## src/rtl/uart_cmd_frame_decoder.sv

```systemverilog
`default_nettype none
// =============================================================================
// Module   : uart_cmd_frame_decoder
// Brief    : Sync-prefixed UART command parser with atomic channel commit,
//            mode flag, inter-byte timeout and saturating error counter.
//            Optional macro FRAME_CHECKSUM_EN enables XOR trailer checking.
// Revision : 1.0 - initial release
// =============================================================================
module uart_cmd_frame_decoder #(
    parameter int                NUM_CH      = 2,
    parameter int                DATA_W      = 16,
    parameter logic [7:0]        SYNC0       = 8'h61,
    parameter logic [7:0]        SYNC1       = 8'h62,
    parameter logic [7:0]        CMD_CTRL    = 8'h63,
    parameter logic [7:0]        CMD_MODE    = 8'h6D,
    parameter logic [DATA_W-1:0] CH_RESET    = '0,
    parameter int                TIMEOUT_CYC = 50000
) (
    input  logic                     clk,
    input  logic                     rst,
    input  logic                     rx_valid,
    input  logic [7:0]               rx_data,
    output logic [NUM_CH*DATA_W-1:0] ch_data,
    output logic                     ch_update,
    output logic                     ctrl_mode,
    output logic [7:0]               err_cnt,
    output logic                     busy
);

    localparam int                BPC       = DATA_W / 8;
    localparam int                NBYTES    = NUM_CH * BPC;
    localparam int                IDXW      = (NBYTES > 1) ? $clog2(NBYTES) : 1;
    localparam logic [IDXW-1:0]   c_LAST    = IDXW'(NBYTES - 1);
    localparam int                TCW       = (TIMEOUT_CYC > 1) ? $clog2(TIMEOUT_CYC) : 1;
    localparam logic [TCW-1:0]    c_TMAX    = TCW'((TIMEOUT_CYC > 0) ? TIMEOUT_CYC - 1 : 0);
    localparam bit                c_TO_EN   = (TIMEOUT_CYC > 0);

    typedef enum logic [2:0] {
        S_HUNT0   = 3'd0,
        S_HUNT1   = 3'd1,
        S_CMD     = 3'd2,
        S_PAYLOAD = 3'd3,
        S_TRAILER = 3'd4,
        S_MODE    = 3'd5
    } state_t;

    state_t                     r_state;
    logic [NUM_CH*DATA_W-1:0]   r_shadow;
    logic [IDXW-1:0]            r_idx;
    logic [TCW-1:0]             r_tcnt;
    logic                       w_timeout;
    logic                       w_trailer_ok;
    logic [7:0]                 w_err_inc;

`ifdef FRAME_CHECKSUM_EN
    logic [7:0]                 r_csum;
    assign w_trailer_ok = (rx_data == r_csum);
`else
    assign w_trailer_ok = 1'b1;
`endif

    // A byte on the timeout cycle takes priority, hence the !rx_valid term.
    assign w_timeout = c_TO_EN && (r_state != S_HUNT0) && !rx_valid && (r_tcnt == c_TMAX);
    assign w_err_inc = (err_cnt == 8'hFF) ? err_cnt : err_cnt + 8'd1;
    assign busy      = (r_state != S_HUNT0);

    always_ff @(posedge clk) begin
        if (rst) begin
            r_state   <= S_HUNT0;
            r_shadow  <= '0;
            r_idx     <= '0;
            r_tcnt    <= '0;
            ch_data   <= {NUM_CH{CH_RESET}};
            ch_update <= 1'b0;
            ctrl_mode <= 1'b1;
            err_cnt   <= 8'd0;
`ifdef FRAME_CHECKSUM_EN
            r_csum    <= 8'd0;
`endif
        end else begin
            ch_update <= 1'b0;
            if (rx_valid) begin
                r_tcnt <= '0;
                case (r_state)
                    S_HUNT0: begin
                        if (rx_data == SYNC0)
                            r_state <= S_HUNT1;
                    end
                    S_HUNT1: begin
                        if (rx_data == SYNC1)
                            r_state <= S_CMD;
                        else if (rx_data != SYNC0)
                            r_state <= S_HUNT0;
                    end
                    S_CMD: begin
                        if (rx_data == CMD_CTRL) begin
                            r_state <= S_PAYLOAD;
                            r_idx   <= '0;
`ifdef FRAME_CHECKSUM_EN
                            r_csum  <= 8'd0;
`endif
                        end else if (rx_data == CMD_MODE) begin
                            r_state <= S_MODE;
                        end else begin
                            r_state <= S_HUNT0;
                            err_cnt <= w_err_inc;
                        end
                    end
                    S_PAYLOAD: begin
                        // Byte k lands in channel k/BPC, first byte of a channel is its MSB.
                        for (int j = 0; j < NBYTES; j++) begin
                            if (r_idx == IDXW'(j))
                                r_shadow[(j / BPC) * DATA_W + (BPC - 1 - (j % BPC)) * 8 +: 8] <= rx_data;
                        end
`ifdef FRAME_CHECKSUM_EN
                        r_csum <= r_csum ^ rx_data;
`endif
                        if (r_idx == c_LAST)
                            r_state <= S_TRAILER;
                        else
                            r_idx <= r_idx + IDXW'(1);
                    end
                    S_TRAILER: begin
                        if (w_trailer_ok) begin
                            ch_data   <= r_shadow;
                            ch_update <= 1'b1;
                        end else begin
                            err_cnt   <= w_err_inc;
                        end
                        r_state <= S_HUNT0;
                    end
                    S_MODE: begin
                        ctrl_mode <= rx_data[0];
                        r_state   <= S_HUNT0;
                    end
                    default: r_state <= S_HUNT0;
                endcase
            end else if (w_timeout) begin
                r_state  <= S_HUNT0;
                r_shadow <= '0;
                r_tcnt   <= '0;
                err_cnt  <= w_err_inc;
            end else if (r_state == S_HUNT0) begin
                r_tcnt <= '0;
            end else begin
                r_tcnt <= r_tcnt + TCW'(1);
            end
        end
    end

endmodule
`default_nettype wire

```

## config.mk

```make
export PLATFORM = sky130hd
export DESIGN_NAME = uart_cmd_frame_decoder
export DESIGN_NICKNAME = d
export VERILOG_FILES = /design/src/rtl/uart_cmd_frame_decoder.sv
export SDC_FILE = /design/constraint.sdc
export NUM_CORES = 1
export LEC_CHECK = 0
export ABC_CLOCK_PERIOD_IN_PS = 2600
export CAP_MARGIN = 10
export CORE_MARGIN = 1
export CORE_UTILIZATION = 54
export CTS_CLUSTER_DIAMETER = 120
export DETAILED_ROUTE_END_ITERATION = 8
export PLACE_DENSITY = 0.77
export SYNTH_ARGS = -nofsm -noshare
export SYNTH_HDL_FRONTEND = slang
export SYNTH_SLANG_ARGS = --single-unit
```

## constraint.sdc

```tcl
create_clock -name clk -period 2.6 [get_ports clk]
set_input_delay 0.26 -clock clk [delete_from_list [all_inputs] [get_ports clk]]
set_output_delay 0.26 -clock clk [all_outputs]
set_load 0.02 [all_outputs]
```

**After elaboration in Yosys (flattened, before gate mapping)**

Cells that the tools add are included.

- Bits of input ports: 11
- Register bits after elaboration: 95
- Output and inout port bits: 43

- Mux-type cells: 26
- Add/sub/neg operators: 3
- Bitwise gates (word level): 1
- Reduce and logical (&&, ||, !) cells: 19
- Eq/ne operators: 28

Operators by type and width:

| operator | count |
|---|---|
| 32-bit 2-to-1 mux | 3 |
| 8-bit 2-to-1 mux | 10 |
| 8-bit by 7-bit equality test with 1-bit output (second input constant) | 4 |
| 3-bit 2-to-1 mux | 8 |
| 16-bit by 1-bit adder with 16-bit output (second input constant) | 1 |
| 16-bit equality test (second input constant) | 1 |
| 2-bit by 1-bit inequality test with 1-bit output (second input constant) | 6 |
| 3-bit case mux with 4 select lines | 1 |
| 3-bit AND reduction | 4 |
| 4-bit AND reduction | 3 |
| 8-bit by 1-bit adder with 8-bit output (second input constant) | 1 |
| 8-bit equality test (second input constant) | 1 |
| 2-bit inequality test (second input constant) | 4 |
| 8-bit by 7-bit inequality test with 1-bit output (second input constant) | 1 |
| 3-bit by 2-bit equality test with 1-bit output (second input constant) | 2 |
| 3-bit equality test (second input constant) | 2 |
| 3-bit inequality test (second input constant) | 2 |
| 2-bit equality test (second input constant) | 2 |
| 2-bit 2-to-1 mux | 2 |
| 4-bit inequality test (second input constant) | 1 |
| 2-bit case mux with 2 select lines | 1 |
| 2-bit AND reduction | 2 |
| 2-bit nonzero test | 2 |
| 4-bit OR reduction | 1 |
| other kinds (11) | 12 |

**Depth between registers and ports, before layout**

Gate-level depths: netlist (run 1).

- Word-level depth: 6
- Gate-level depth with buffers: 7

**Worst setup path before layout (run 1)**

Ideal clock, no wire load.

- Path kind: register -> register
- Start: reg r_tcnt[10]
- End: reg r_state[0]
- Slack: 699 ps
- Stages on the path, launching flop included: 6
- Clock period less this slack: 1901 ps
- Data arrival time: 1778 ps
- Data required time: 2477 ps
- Cells stage by stage: dfxtp_1 > or4b_1 > nor4_2 > o22a_1 > o31ai_1 > mux2_1

- Cells in the longest elaborated chain, start to end: 4

Ends and longest elaborated chain:

| what | line | text |
|---|---|---|
| from (decl) | 50 | `logic [TCW-1:0] r_tcnt;` |
| from (signal assigned) | 146 | `r_tcnt <= r_tcnt + TCW'(1);` |
| 16-bit equality test | 63 | `assign w_timeout = c_TO_EN && (r_state != S_HUNT0) && !rx_valid && (r_tcnt == c_TMAX);` |
| 1-bit logical AND | 63 |  |
| 2-bit nonzero test (no line) | n/a |  |
| 4-bit AND reduction (no line) | n/a |  |
| to (signal assigned) | 69 | `r_state <= S_HUNT0;` |
| to (signal assigned) | 87 | `r_state <= S_HUNT1;` |
| to (signal assigned) | 91 | `r_state <= S_CMD;` |
| to (decl) | 47 | `state_t r_state;` |

Every way passes these cells.
A chain may end at the register's enable or synchronous reset.

**Worst setup path in the final report (run 1)**

- Start: reg r_tcnt[10]
- End: reg r_shadow[18]

- Cells in the longest elaborated chain, start to end: 4

Ends and longest elaborated chain:

| what | line | text |
|---|---|---|
| 16-bit equality test | 63 |  |
| 1-bit logical AND | 63 |  |
| 2-bit nonzero test (no line) | n/a |  |
| 3-bit AND reduction (no line) | n/a |  |
| to (signal, indexed assignment) | 113 | `r_shadow[(j / BPC) * DATA_W + (BPC - 1 - (j % BPC)) * 8 +: 8] <= rx_data;` |
| to (decl) | 48 | `logic [NUM_CH*DATA_W-1:0] r_shadow;` |

Every way passes these cells.

==> results.toml, run 1 <==
[placed_design]
dp_hpwl_mm = 6.04
numPortBuffers = 53
gp_congestion = 0.772
dpl_cell_area_mm2 = 0.00462
dp.cells = 613

[global_routing]
grt_antenna_before_repair = 0
grt_pass1_wl_mm = 14.6
grt-ovfl-total = 0
grt_max_degree = 55
grtUsageTotal_pct = 24.0
first_global_vias = 3265

[clock_tree]
path_clk_slew_ps = 90
cts_setup_buffers = 0
cts_buffers = 9
clock_sinks = 95
htreeDepth = 3
clockBufferDepth = 2
cts_resized = 0
cts_hold_buf = 0
clk_latency_ps = 350
cts_tree = "done"
cts-root-buf = "clkbuf_8"

[worst_setup_path]
timing.rr.start = "r_tcnt[10]"
cp_cell_sequence = "or4b_1, nor4_2, a22o_1, mux2i_1, nor2_1"
timing.rr.end = "r_shadow[18]"
worst_ep_arrival_time_ps = 2420
worst_path_max_delay_cell = "or4b_1"
cp_top_family = "simple AND/OR/NAND/NOR gates"
cpPeakStageDelay_ps = 540
endpoint_kind = "flop"
worst_ep_required_time_ps = 2820
cp_max_fo = 8
r2r.worst_path.cells = 5
worst-setup-path-type = "flop to flop"
crit_buf_inv = 0
reg2reg_slack_ps = 410
start_kind = "flop"

[logic_synthesis]
synth_edf_count = 0
synth_area_mm2 = 0.00404
avgSynthCellArea_um2 = 8.40
syn_nets = 498
yosys_warnings = 0
ys_ff_latch = 95
ys.flop_type = "dfxtp_1"
synthArstFlopShare_pct = 0
synthDistinctLibCells = 59
synth_cells = 481
seq_area_frac_synth_pct = 47.0

[min_path]
min_path_type = "input pin to flop"
hold_depth = 2
hold_start = "rst"
whs_endpoint = "r_idx[0]"

[timing]
slew_headroom_pct = 57.7
rsz0062_at_grt = "no"
tns_ps = 0
drv_slew = 0
setup_viol = 0
fmax_mhz = 456
fin_crit_ps = 2190
hold_ws_ps = 368
hold_viol = 0
fin_crit_sh_pct = 84.4
tightest_slew_ps = 631
fin_skew_ps = 11.9

[power]
power_density_mw_per_mm2 = 517
clockPowerShare_pct = 38.1
p_seq_share_pct = 58.5
p_leak_nw = 1.52
internal_power_mw = 1.93
pwr-share-comb_pct = 3.4
switching_share_pct = 22.4
ir_worst_vdd_mv = 0.259
power.switching_uw = 558

[drt]
drcViolationCount = 0
drt-met1-wl_mm = 3.99
routedWlPerCell_um = 13.9
dr.pass1.iters = 5
vias = 3442
drtIter0Drc = 152
routed_via_density = 5.48
drtAntennaViolNets = 0
wl_met3_um = 355
wl_mm = 8.72
dr.max_layer_used = "met4"
dr_wl_met2_mm = 4.23

[die]
io_pins = 54
dieArea_mm2 = 0.00784
core_region_area_mm2 = 0.00725
chipHeight_um = 88.5
die_w_um = 88.5
rows = 31
start_util_pct = 55.7

[finish]
finalNonFillerCells = 628
areaGrowthSynthToFinish_pct = 19.1
fin_area_mm2 = 0.00481
final_net_count = 542
diodes = 0
drive_gt1_share_pct = 7.37

[flow_run]
maxCapViolations = 0

[status]
status = "finished clean"
-- cells in the final DEF (no fill, tap or decap), types with 3 or more instances in the layout --
master / count
buf_4: 10
and2_1: 11
nor3b_1: 3
clkdlybuf4s50_1: 52
o31ai_1: 4
nand4_1: 4
nor3_1: 3
xnor2_1: 9
dfxtp_1: 95
or3_1: 7
o21ai_0: 5
clkbuf_8: 9
o41ai_1: 3
nor2_1: 31
mux2i_1: 10
nand3_1: 34
inv_1: 10
nand2b_1: 3
clkinvlp_4: 3
nand2_1: 100
or4_1: 5
ha_1: 6
a21oi_1: 68
-- cell families after synthesis --
group	count (synthesis)	share of synthesized area, %
buf+inv	40	4.67
mux	11	2.75
xor+xnor	11	2.38
simple gates	225	28.0
compound gates	93	13.3
flops	95	47.0
fa+ha+maj	6	1.86
-- worst register-to-register path: stages (launching register included) --
cell,delay [ps]
dfxtp_1,370
or4b_1,540
nor4_2,340
a22o_1,510
mux2i_1,260
nor2_1,50
-- layer usage --
layer,vias to the layer above,global-route usage (%)
li1,1742,-
met1,1612,31.4
met2,74,39.3
met3,14,4.01
met4,0,10.4
met5,-,0
-- area by class of cell --
cell class                      count  area [um^2]
Clock buffer                        9          124
Inverter                           10         37.5
Fill cell                         620         2440
Tap cell                           99          124
Sequential cell                    95         1900
Timing Repair Buffer               63          601
Multi-Input combinational cell    346         1960
Clock inverter                      6         70.1
-- flip-flops by register name, summed over array words and instances (netlist names) --
name and count:
ch_update 1, r_state 3, err_cnt 8, r_tcnt 16, r_idx 2, r_shadow 32, ctrl_mode 1, ch_data 32
-- per-stage QoR --
step	setup WS [ps]	utilization [%]	total power, mW
2_1_floorplan	699	-	1.54
3_3_place_gp	266	63.7	1.57
3_5_place_dp	208	63.7	1.57
4_1_cts	402	66.4	2.51
5_1_grt	218	66.4	2.58
6_report	406	66.4	2.49
-- power by group through the flow --
stage / Sequential (mW) / Clock, mW / Combinational [mW]
after global routing: 1.46 / 1.03 / 0.0909
after detailed placement: 1.49 / 0 / 0.0837
after global placement: 1.49 / 0 / 0.0826
after floorplan: 1.49 / 0 / 0.0456
after CTS: 1.45 / 0.969 / 0.0840
final: 1.45 / 0.949 / 0.0844
-- synth_stat cells, drive strengths merged (3+ instances only) --
master,number,area [um^2]
nand3,34,170
clkbuf,21,88.8
dfxtp,95,1900
a21oi,68,340
or4b,3,33.8
or4,5,37.5
and2,11,68.8
o31ai,4,30.0
nand2,100,375
nor4,3,40.0
o41ai,4,42.6
mux2i,10,100
nand4,4,25.0
inv,10,37.5
xnor2,9,78.8
ha,6,75.1
nor2,31,116
or3,8,55.1
nor3b,3,22.5
o21ai,5,25.0
nand2b,3,18.8
buf,7,43.8
nor3,4,20.0
-- worst max-delay path by stage --
stage | from | endpoint | slack (ps) | depth (start not counted)
floorplan | r_tcnt[10] | r_state[0] | 700 | 5
global placement | rx_data[7] | r_state[0] | 270 | 6
detailed placement | rx_data[7] | r_state[0] | 210 | 6
CTS | r_tcnt[7] | r_shadow[18] | 400 | 5
global route | r_tcnt[7] | r_shadow[16] | 220 | 5
finish | r_tcnt[10] | r_shadow[18] | 410 | 5
Power figures use the tool's default switching activity.
==> run 2: changes to the inputs <==
- ABC_CLOCK_PERIOD_IN_PS: 2600 -> 2050
- clock period: 2.6 -> 2.05 ns (I/O delays scaled with it)
==> run 2 against run 1 <==
  * The flow now finishes with violations (setup timing)
  * Non-clock buffer count is 39 higher
  * First-iteration DRC count is 30% higher
  * Final cell count is 6.5% higher
  * Maximum frequency is 2.3% higher
  * Via count is 8.7% higher
  * Utilization is 5.0 points higher
  * Largest cell class unchanged
  * Highest routed layer unchanged
==> results.toml, run 2 (synthesis gave the netlist of run 1 again) <==
[status]
status = "finished, violations left"
violations = "setup timing"

[drt]
drtIter0Drc = 197
vias = 3741
routed_via_density = 5.59
drtAntennaViolNets = 0
routedWlPerCell_um = 14.5
wl_mm = 9.68
drcViolationCount = 0
dr.pass1.iters = 6

[worst_setup_path]
start_kind = "flop"
timing.rr.end = "err_cnt[6]"
reg2reg_slack_ps = -90
cp_cell_sequence = "or4bb_4, nor4_4, buf_4, a22oi_2, or4_1, a21oi_1"
worst_ep_required_time_ps = 2350
cp_max_fo = 7
crit_buf_inv = 1
worst_path_max_delay_cell = "or4bb_4"
worst-setup-path-type = "flop to flop"
r2r.worst_path.cells = 6
cp_top_family = "simple AND/OR/NAND/NOR gates"
endpoint_kind = "flop"
worst_ep_arrival_time_ps = 2440
cpPeakStageDelay_ps = 560
timing.rr.start = "r_tcnt[7]"

[clock_tree]
clock_sinks = 95
path_clk_slew_ps = 90
cts_buffers = 9
cts_hold_buf = 0
htreeDepth = 3
clk_latency_ps = 370
cts_tree = "done"
clockBufferDepth = 2
cts-root-buf = "clkbuf_8"

[finish]
multi_input_area_mm2 = 0.00200
layout_common_cells = "nand2_1, dfxtp_1, a21oi_1"
reg.largest.list = "ch_data (32), r_shadow (32), r_tcnt (16)"
final_net_count = 582
final_common_cell = "nand2_1"
fin_util_pct = 71.4
drive_gt1_share_pct = 15.3
diodes = 0
areaGrowthSynthToFinish_pct = 28.0
fill_cells = 578
seq_area_mm2 = 0.00191
finalNonFillerCells = 669

[global_routing]
grt_pass1_wl_mm = 15.3
grt_antenna_before_repair = 0
grtUsageTotal_pct = 25.5
first_global_vias = 3307
grt-ovfl-total = 0
grt_max_degree = 39

[timing]
drv_slew = 0
fin_skew_ps = 10.2
fmax_mhz = 466
fin_crit_sh_pct = 105
tightest_slew_ps = 450
rsz0062_at_grt = "yes"
hold_viol = 0
fin_crit_ps = 2140
fin_ws_ps = -94.5
slew_headroom_pct = 69.8
setup_viol = 7

[min_path]
min_path_type = "input pin to flop"
hold_depth = 2
whs_endpoint = "r_shadow[16]"
hold_start = "rst"

[die]
core_region_area_mm2 = 0.00725
start_util_pct = 55.7
dieArea_mm2 = 0.00784
rows = 31
chipHeight_um = 88.5
die_w_um = 88.5
io_pins = 54

[flow_run]
maxCapViolations = 0

[placed_design]
numPortBuffers = 53
dp_hpwl_mm = 6.71
place_ws_ps = -151
dp.cells = 645
gp_congestion = 0.851

[power]
ir_worst_vdd_mv = 0.495
power_density_mw_per_mm2 = 612
p_leak_nw = 1.77
[run 2: worst register-to-register path, stage by stage, from the launching register on]
cell and delay (ps):
dfxtp_1 350, or4bb_4 560, nor4_4 300, buf_4 180, a22oi_2 110, or4_1 440
a21oi_1 140
[run 2: power breakdown]
part / switching, mW / internal [mW]
logic: 0.0743 / 0.0601
registers: 0.000688 / 1.84
clock network: 0.695 / 0.493
[run 2: metrics by stage]
step	setup TNS [ps]	area [um^2]	hold slack (ps)	power [mW]
6_report	-311	5180	258	3.17
3_5_place_dp	-878	4890	440	2.02
3_3_place_gp	-434	4890	427	2.01
2_1_floorplan	0	4040	341	1.95
5_1_grt	-1230	5180	270	3.28
4_1_cts	-89.5	5120	247	3.19
[run 2: final cells by class]
type	instances	share of cell area (%)
timing repair buffer	102	17.7
clock buffer	10	2.66
inverter	10	0.725
multi-input combinational	347	38.6
clock inverter	6	1.02
tap	99	2.39
sequential	95	36.9
[run 2: worst max-delay path by stage]
stage,start,endpoint,slack (ps),cells after the start
2_1_floorplan,r_tcnt[10],r_state[0],150,5
6_report,r_tcnt[7],err_cnt[6],-90,6
3_5_place_dp,rx_data[2],err_cnt[4],-150,6
5_1_grt,r_tcnt[8],err_cnt[7],-190,5
3_3_place_gp,rx_data[1],err_cnt[7],-110,6
4_1_cts,r_tcnt[12],err_cnt[7],-30,5
[run 2: timing repair]
item,4_1_cts,5_1_grt
gates resized for setup,3,7
pin swaps,3,8
cloned,1,0
setup buffers,3,4
endpoints found under the setup margin,7,9
[run 2: layer usage]
layer	wire length [um]	share of wire [%]	track usage (%)
met1	4260	44	33.4
met2	4710	49	41.5
met3	503	5.2	3.73
met4	219	2.3	12.0
met5	0	0	0
